[src/rtl/sig_monitor.sv]
// sig_monitor: watches data-memory word stores for three magic addresses.
// Stores to SIG_ADDR are queued in a first-word-fall-through signature FIFO,
// stores to HALT_ADDR / TOHOST_ADDR (or an optional RUN-state timeout) end the
// run. The monitor then drains the FIFO and parks in DONE until reset.
module sig_monitor #(
    parameter int unsigned            ADDR_W      = 32,
    parameter int unsigned            DATA_W      = 32,
    parameter logic [ADDR_W-1:0]      SIG_ADDR    = 32'h8E000000,
    parameter logic [ADDR_W-1:0]      HALT_ADDR   = 32'h8F000000,
    parameter logic [ADDR_W-1:0]      TOHOST_ADDR = 32'h80001000,
    parameter int unsigned            FIFO_DEPTH  = 16,
    parameter int unsigned            TIMEOUT     = 0
) (
    input  logic              clk,
    input  logic              rst,
    input  logic [ADDR_W-1:0] i_dmem_addr,
    input  logic [DATA_W-1:0] i_dmem_wdata,
    input  logic [1:0]        i_dmem_wr_type,
    output logic              o_sig_valid,
    output logic [DATA_W-1:0] o_sig_data,
    input  logic              i_sig_ready,
    output logic [15:0]       o_sig_count,
    output logic              o_overflow,
    output logic              o_done,
    output logic              o_pass,
    output logic              o_fail,
    output logic              o_timeout,
    output logic [DATA_W-1:0] o_exit_code
);

    localparam int unsigned PTR_W = (FIFO_DEPTH > 1) ? $clog2(FIFO_DEPTH) : 1;

    typedef enum logic [1:0] {
        ST_RUN   = 2'd0,
        ST_DRAIN = 2'd1,
        ST_DONE  = 2'd2
    } state_t;

    state_t            state_q, state_d;
    logic [DATA_W-1:0] mem_q [FIFO_DEPTH];
    logic [PTR_W-1:0]  wr_ptr_q, wr_ptr_d;
    logic [PTR_W-1:0]  rd_ptr_q, rd_ptr_d;
    logic [PTR_W:0]    cnt_q, cnt_d;
    logic [15:0]       sig_count_q, sig_count_d;
    logic              overflow_q, overflow_d;
    logic              pass_q, pass_d;
    logic              fail_q, fail_d;
    logic              timeout_q, timeout_d;
    logic [DATA_W-1:0] exit_code_q, exit_code_d;
    logic [31:0]       tmo_cnt_q, tmo_cnt_d;

    logic wr_word;
    logic hit_sig;
    logic hit_halt;
    logic hit_tohost;
    logic in_run;
    logic fifo_full;
    logic fifo_empty;
    logic pop;
    logic push_req;
    logic push;
    logic drop;
    logic tmo_hit;

    // Address decode, FIFO handshake and timeout terminal-count detection.
    always_comb begin
        wr_word    = (i_dmem_wr_type == 2'b11);
        hit_sig    = wr_word && (i_dmem_addr == SIG_ADDR);
        hit_halt   = wr_word && (i_dmem_addr == HALT_ADDR);
        hit_tohost = wr_word && (i_dmem_addr == TOHOST_ADDR);
        in_run     = (state_q == ST_RUN);
        fifo_empty = (cnt_q == '0);
        fifo_full  = (cnt_q == (PTR_W+1)'(FIFO_DEPTH));
        pop        = !fifo_empty && i_sig_ready;
        push_req   = in_run && hit_sig;
        // A full FIFO still accepts when the head leaves in the same cycle.
        push       = push_req && (!fifo_full || pop);
        drop       = push_req && fifo_full && !pop;
        tmo_hit    = (TIMEOUT != 0) && (tmo_cnt_q == 32'(TIMEOUT - 1));
    end

    // FIFO pointer/occupancy update and signature statistics.
    always_comb begin
        wr_ptr_d    = wr_ptr_q;
        rd_ptr_d    = rd_ptr_q;
        cnt_d       = cnt_q;
        sig_count_d = sig_count_q;
        overflow_d  = overflow_q;
        if (push) begin
            wr_ptr_d = wr_ptr_q + PTR_W'(1);
            if (sig_count_q != '1) begin
                sig_count_d = sig_count_q + 16'd1;
            end
        end
        if (pop) begin
            rd_ptr_d = rd_ptr_q + PTR_W'(1);
        end
        case ({push, pop})
            2'b10:   cnt_d = cnt_q + (PTR_W+1)'(1);
            2'b01:   cnt_d = cnt_q - (PTR_W+1)'(1);
            default: cnt_d = cnt_q;
        endcase
        if (drop) begin
            overflow_d = 1'b1;
        end
    end

    // Run-control FSM: termination cause, exit code and timeout counter.
    always_comb begin
        state_d     = state_q;
        pass_d      = pass_q;
        fail_d      = fail_q;
        timeout_d   = timeout_q;
        exit_code_d = exit_code_q;
        tmo_cnt_d   = tmo_cnt_q;
        case (state_q)
            ST_RUN: begin
                if (TIMEOUT != 0) begin
                    tmo_cnt_d = tmo_cnt_q + 32'd1;
                end
                if (hit_tohost) begin
                    exit_code_d = i_dmem_wdata;
                    pass_d      = (i_dmem_wdata == DATA_W'(1));
                    fail_d      = (i_dmem_wdata != DATA_W'(1));
                    state_d     = ST_DRAIN;
                end else if (hit_halt) begin
                    state_d = ST_DRAIN;
                end else if (tmo_hit) begin
                    timeout_d = 1'b1;
                    state_d   = ST_DRAIN;
                end
            end
            ST_DRAIN: begin
                if (fifo_empty) begin
                    state_d = ST_DONE;
                end
            end
            ST_DONE: begin
                state_d = ST_DONE;
            end
            default: begin
                state_d = ST_RUN;
            end
        endcase
    end

    // Control and status registers with synchronous reset.
    always_ff @(posedge clk) begin
        if (rst) begin
            state_q     <= ST_RUN;
            wr_ptr_q    <= '0;
            rd_ptr_q    <= '0;
            cnt_q       <= '0;
            sig_count_q <= '0;
            overflow_q  <= 1'b0;
            pass_q      <= 1'b0;
            fail_q      <= 1'b0;
            timeout_q   <= 1'b0;
            exit_code_q <= '0;
            tmo_cnt_q   <= '0;
        end else begin
            state_q     <= state_d;
            wr_ptr_q    <= wr_ptr_d;
            rd_ptr_q    <= rd_ptr_d;
            cnt_q       <= cnt_d;
            sig_count_q <= sig_count_d;
            overflow_q  <= overflow_d;
            pass_q      <= pass_d;
            fail_q      <= fail_d;
            timeout_q   <= timeout_d;
            exit_code_q <= exit_code_d;
            tmo_cnt_q   <= tmo_cnt_d;
        end
    end

    // Signature storage; contents are only meaningful below the occupancy count.
    always_ff @(posedge clk) begin
        if (!rst && push) begin
            mem_q[wr_ptr_q] <= i_dmem_wdata;
        end
    end

    // Output mapping.
    always_comb begin
        o_sig_valid = !fifo_empty;
        o_sig_data  = mem_q[rd_ptr_q];
        o_sig_count = sig_count_q;
        o_overflow  = overflow_q;
        o_done      = (state_q == ST_DONE);
        o_pass      = pass_q;
        o_fail      = fail_q;
        o_timeout   = timeout_q;
        o_exit_code = exit_code_q;
    end

endmodule

[config.mk]
export PLATFORM = sky130hd
export DESIGN_NAME = sig_monitor
export DESIGN_NICKNAME = d
export VERILOG_FILES = /design/src/rtl/sig_monitor.sv
export SDC_FILE = /design/constraint.sdc
export NUM_CORES = 1
export LEC_CHECK = 0
export CORE_AREA = 3 3 201 203
export CTS_CLUSTER_SIZE = 14
export DETAILED_ROUTE_END_ITERATION = 10
export DIE_AREA = 0 0 204 206
export GPL_TIMING_DRIVEN = 1
export PLACE_DENSITY_LB_ADDON = 0.05
export SETUP_SLACK_MARGIN = 0.15
export SKIP_CTS_REPAIR_TIMING = 1
export SLEW_MARGIN = 20
export SYNTH_ARGS = -nofsm -noshare
export SYNTH_HDL_FRONTEND = slang
export SYNTH_SLANG_ARGS = --single-unit
[constraint.sdc]
create_clock -name clk -period 4 [get_ports clk]
set_input_delay 0.6 -clock clk [delete_from_list [all_inputs] [get_ports clk]]
set_output_delay 0.6 -clock clk [all_outputs]
set_load 0.1 [all_outputs]
### After elaboration in Yosys (flattened, before gate mapping)

Memory sizes are Yosys's and may differ from the RTL's. A register that Yosys moved wholly into a read port is not among the register bits.
Cells that the tools add are included.

* reductions and logical operators: 20
* equal/unequal tests: 14
* add/sub/neg operators: 5
* mux-type cells: 9

Operators by type and width (number)
* 32-bit equality test, second input constant: 3
* 32-bit by 1-bit equality test with 1-bit output, second input constant: 1
* 32-bit by 1-bit != test with 1-bit output, second input constant: 1
* 16-bit by 1-bit adder with 16-bit output, second input constant: 1
* 16-bit != test, second input constant: 1
* 5-bit one-hot mux with 2 select lines: 1
* 1-bit logical AND: 9
* 4-bit by 1-bit adder with 4-bit output, second input constant: 2
* 4-bit 2-to-1 mux: 2
* 2-bit equality test, second input constant: 3
* 2-bit 2-to-1 mux: 3
* 2-bit one-hot mux with 3 select lines: 1
* 2-bit AND reduction: 3
* 5-bit by 1-bit adder with 5-bit output, second input constant: 1
* 5-bit equality test, second input constant: 1
* 5-bit zero test: 1
* 5-bit by 1-bit subtractor with 5-bit output, second input constant: 1
* 2-bit by 1-bit equality test with 1-bit output, second input constant: 2
* 1-bit zero test: 4
* 3-bit != test, second input constant: 1
* 2-bit zero test: 1
* 1-bit 2-to-1 mux: 2
* 2-bit != test, second input constant: 1
* 2-bit nonzero test: 1
* 1-bit logical OR: 1

* memories: 1
* register bits after elaboration: 66
* bits in writable memories: 512

Memory list
* mem_q: words 16, bits a word 32, read ports 1, clocked after memory_dff 1, write ports 1, RTL line 40 `logic [DATA_W-1:0] mem_q [FIFO_DEPTH];`

### Depth between registers and ports, before layout

* depth after elaboration: 8
* mapped depth: 13
* depth with buffers taken out: 13

### Least setup slack after synthesis

Ideal clock, no wire load.

* path kind: in2reg
* start point: input i_dmem_addr[17]
* end point: memory mem_q[0][0], enable pin
* setup time: 421 ps
* arrival: 3341 ps
* path buffers: 1
* stages: 6
* data required time: 3579 ps
* slack: 238 ps
* cell sequence: nor4b_2 nand4_2 or3_1 buf_2 or3_1 nor2_1

* longest elaborated chain between the ends: 7

RTL lines
* from (decl): RTL line 16 `input logic [ADDR_W-1:0] i_dmem_addr,`
* 32-bit equality test: RTL line 68 `hit_sig = wr_word && (i_dmem_addr == SIG_ADDR);`
* 1-bit logical AND: RTL line 68
* 1-bit logical AND: RTL line 75 `push_req = in_run && hit_sig;`
* 1-bit logical AND: RTL line 77 `push = push_req && (!fifo_full || pop);`
* 1-bit logical AND: RTL line 178 `if (!rst && push) begin`
* 1-bit 2-to-1 mux: RTL line 178
* 1-bit 2-to-1 mux (implied by the code): RTL line 179 `mem_q[wr_ptr_q] <= i_dmem_wdata;`
* to (decl): RTL line 40

No other way between the ends.

==> out/metrics.yaml <==
cts.path.max_buffers: 3
fin_cells: 1897
rsz0062_at_grt: "no"
nets: 1410
syn_avg_cell_area_um2: 20.3
core_area_um2: 38600
fp.dieW_um: 204
pin_count: 155
worstMarginPinSlew_ps: 1010
hpwlAfterDp_um: 29900
cts.htree.levels: 2
cts_inserted_buffers: 56
syn-instance-count: 1105
setup_viol: 0
hold_ws_ps: 451
max_slew_margin_pct: 32.5
cp_data_required_time_ps: 3400
max_stage_delay_ps: 660
grt_overflow: 0
path_cells: "buf_4 > mux4_2 > mux4_2 > buf_4"
clk_latency_ps: 600
num_rows: 72
fin_crit_ps: 3610
min_from: "o_exit_code[13]"
syn2layout_area_growth_pct: 19.9
leakage_nw: 8.33
crit_path_max_fanout: 21
arrival_ps: 3010
synth-main-ff-cell: "edfxtp_1"
via_per_inst: 6.03
fin_util_pct: 69.4
drc: 0
fin_ws_ps: 389
wl_per_cell_um: 25.8
synthesis.nets: 1184
ys_seq_area_share_pct: 75.0
die_h_um: 206
endpoint_kind: "primary output"
p_sw_mw: 2.34
final-max-slew-violation-count: 0
hold_violations: 0
ant_nets: 0
grt_pass1_vias: 11800
seqPwrFrac_pct: 55.3
placedCellCount: 1791
track_usage_pct: 24.1
synth_top_cell_by_area: "edfxtp_1"
path_class: "flop to primary output"
drt_wl_total_um: 48900
hold_class: "flop to flop"
grt_max_degree: 57
internal_power_mw: 9.62
yosysUniqueCellTypes: 48
antenna_cells: 0
synth_top_area_share_pct: 68.7
globalplace.congestion: 0.799
tritoncts: "done"
ys_ff_latch: 582
clkPwrFrac_pct: 42.2
synth_area_um2: 22400
finalPower_mw: 12.0
drive_above_1_share_pct: 27.4
numClockSinks: 582
port_buffers: 153
outcome: "completed"
p_per_area_nw_per_um2: 445
power_frac_comb_pct: 2.5
max_freq_mhz: 277
synth_area_leaders: "edfxtp_1 (69%), mux4_2 (16%), dfxtp_1 (6.3%)"
dr.first_iter.drc_count: 1074
worst_r2r_startpoint: "state_q[0]"
startpoint_type: "flop"
crit_path_top_delay_cell: "dfxtp_4"
grt_pass1_wl_um: 74400
pre_cts_slack_ps: 469
drt_first_pass_iters: 5
fp.dieArea_um2: 42000
initial_core_util_pct: 57.9
placed_cell_area_um2: 25100
path_clk_slew_ps: 60
async_flop_share_pct: 0
fin_skew_ps: 12.3
swShare_pct: 19.6
fin_area_um2: 26800
yosys_warnings: 0
ir_worst_vdd_mv: 0.386
tns_ps: 0
finalCritPeriodShare_pct: 90.3
clockRootBuffer: "clkbuf_16"
synth-edff-count: 512
cap_violations: 0
vias: 11400
grt_antenna_before_repair: 1
[worst paths after layout]
kind,cells after the start,slack (ps),to
min reg2reg,2,450,o_exit_code[13]
max reg2reg,8,990,mem_q[0][24]
max,4,390,o_sig_data[30]
min,2,450,o_exit_code[13]
[cell usage in the layout (no fill, tap or decap), types with 4 or more instances in the layout]
cell / Yosys / final
o31ai_1: 4 / 4
xor2_1: 13 / 13
buf_4: 1 / 90
nor3_1: 5 / 4
nor2_1: 45 / 29
clkbuf_8: 0 / 6
clkinv_1: 0 / 8
mux2i_1: 5 / 5
inv_1: 8 / 8
or3_1: 6 / 6
buf_12: 0 / 11
dfxtp_1: 70 / 66
nand3_1: 14 / 14
clkinv_2: 0 / 13
ha_1: 10 / 10
nand2b_1: 5 / 5
clkbuf_16: 0 / 58
clkdlybuf4s50_1: 0 / 120
clkbuf_1: 34 / 16
nand4_1: 6 / 6
nor4_1: 14 / 14
edfxtp_1: 512 / 512
and3_1: 5 / 5
a21oi_1: 43 / 43
mux4_2: 160 / 160
nor2_4: 0 / 16
o21ai_0: 5 / 5
or4_1: 4 / 4
xnor2_1: 5 / 5
nand2_1: 80 / 80
[critical path, delay by kind of cell (launching register included)]
kind | cells | cell delay (ps)
DFF | 1 | 660
muxes | 2 | 1080
buffers and inverters | 2 | 660
[power groups by stage]
| stage | Clock [mW] | Combinational (mW) | Sequential [mW] |
|---|---|---|---|
| after floorplan | 0 | 0.102 | 6.73 |
| after global placement | 0 | 0.292 | 6.73 |
| after detailed placement | 0 | 0.298 | 6.73 |
| after CTS | 5.14 | 0.299 | 6.60 |
| after global routing | 5.39 | 0.323 | 6.60 |
| final | 5.05 | 0.298 | 6.60 |
[flip-flops by register name (all words and copies together) (netlist names), named ones only]
name / count
o_sig_count: 16
mem_q: 512
o_fail: 1
cnt_q: 5
wr_ptr_q: 4
state_q: 2
o_exit_code: 32
o_overflow: 1
rd_ptr_q: 4
o_pass: 1
[cells in the mapped netlist (3+ instances only)]
library cell	instances
nand2b_1	5
dfxtp_1	70
buf_1	14
nand2_1	80
o31ai_1	4
nor3_1	5
nor2_1	45
mux2i_1	5
nor4_1	14
xnor2_1	5
nor4b_1	3
or3_1	6
mux4_2	160
nor4_4	3
and3_1	5
nand4_1	6
ha_1	10
inv_1	8
o21ai_0	5
edfxtp_1	512
or4_1	4
xor2_1	13
a21oi_1	43
buf_2	4
nand3_1	14
clkbuf_1	34
[layout make-up]
| class | count | area, µm² |
|---|---|---|
| Tap cell | 518 | 648 |
| Timing Repair Buffer | 222 | 2100 |
| Inverter | 8 | 30.0 |
| Fill cell | 2433 | 11800 |
| Multi-Input combinational cell | 461 | 5490 |
| Clock inverter | 26 | 186 |
| Sequential cell | 582 | 16800 |
| Clock buffer | 80 | 1590 |
[kinds of logic after synthesis]
family | Yosys count | share of synthesized area [%]
XOR/XNOR | 18 | 0.704
adder cells (fa/ha/maj) | 10 | 0.559
flip-flops | 582 | 75.0
multiplexers | 166 | 16.4
AND/OR/NAND/NOR | 209 | 4.94
other | 1 | 0.0168
AO/OA/AOI/OAI | 57 | 1.37
buffers and inverters | 62 | 1.08
[per-layer routing]
| layer | track usage [%] | share of wire [%] |
|---|---|---|
| met1 | 34.7 | 42 |
| met5 | 0 | 0 |
| met2 | 39.7 | 50 |
| met4 | 4.60 | 1.5 |
| met3 | 4.71 | 6.5 |
Note: power is estimated with default switching activity, not from simulation.
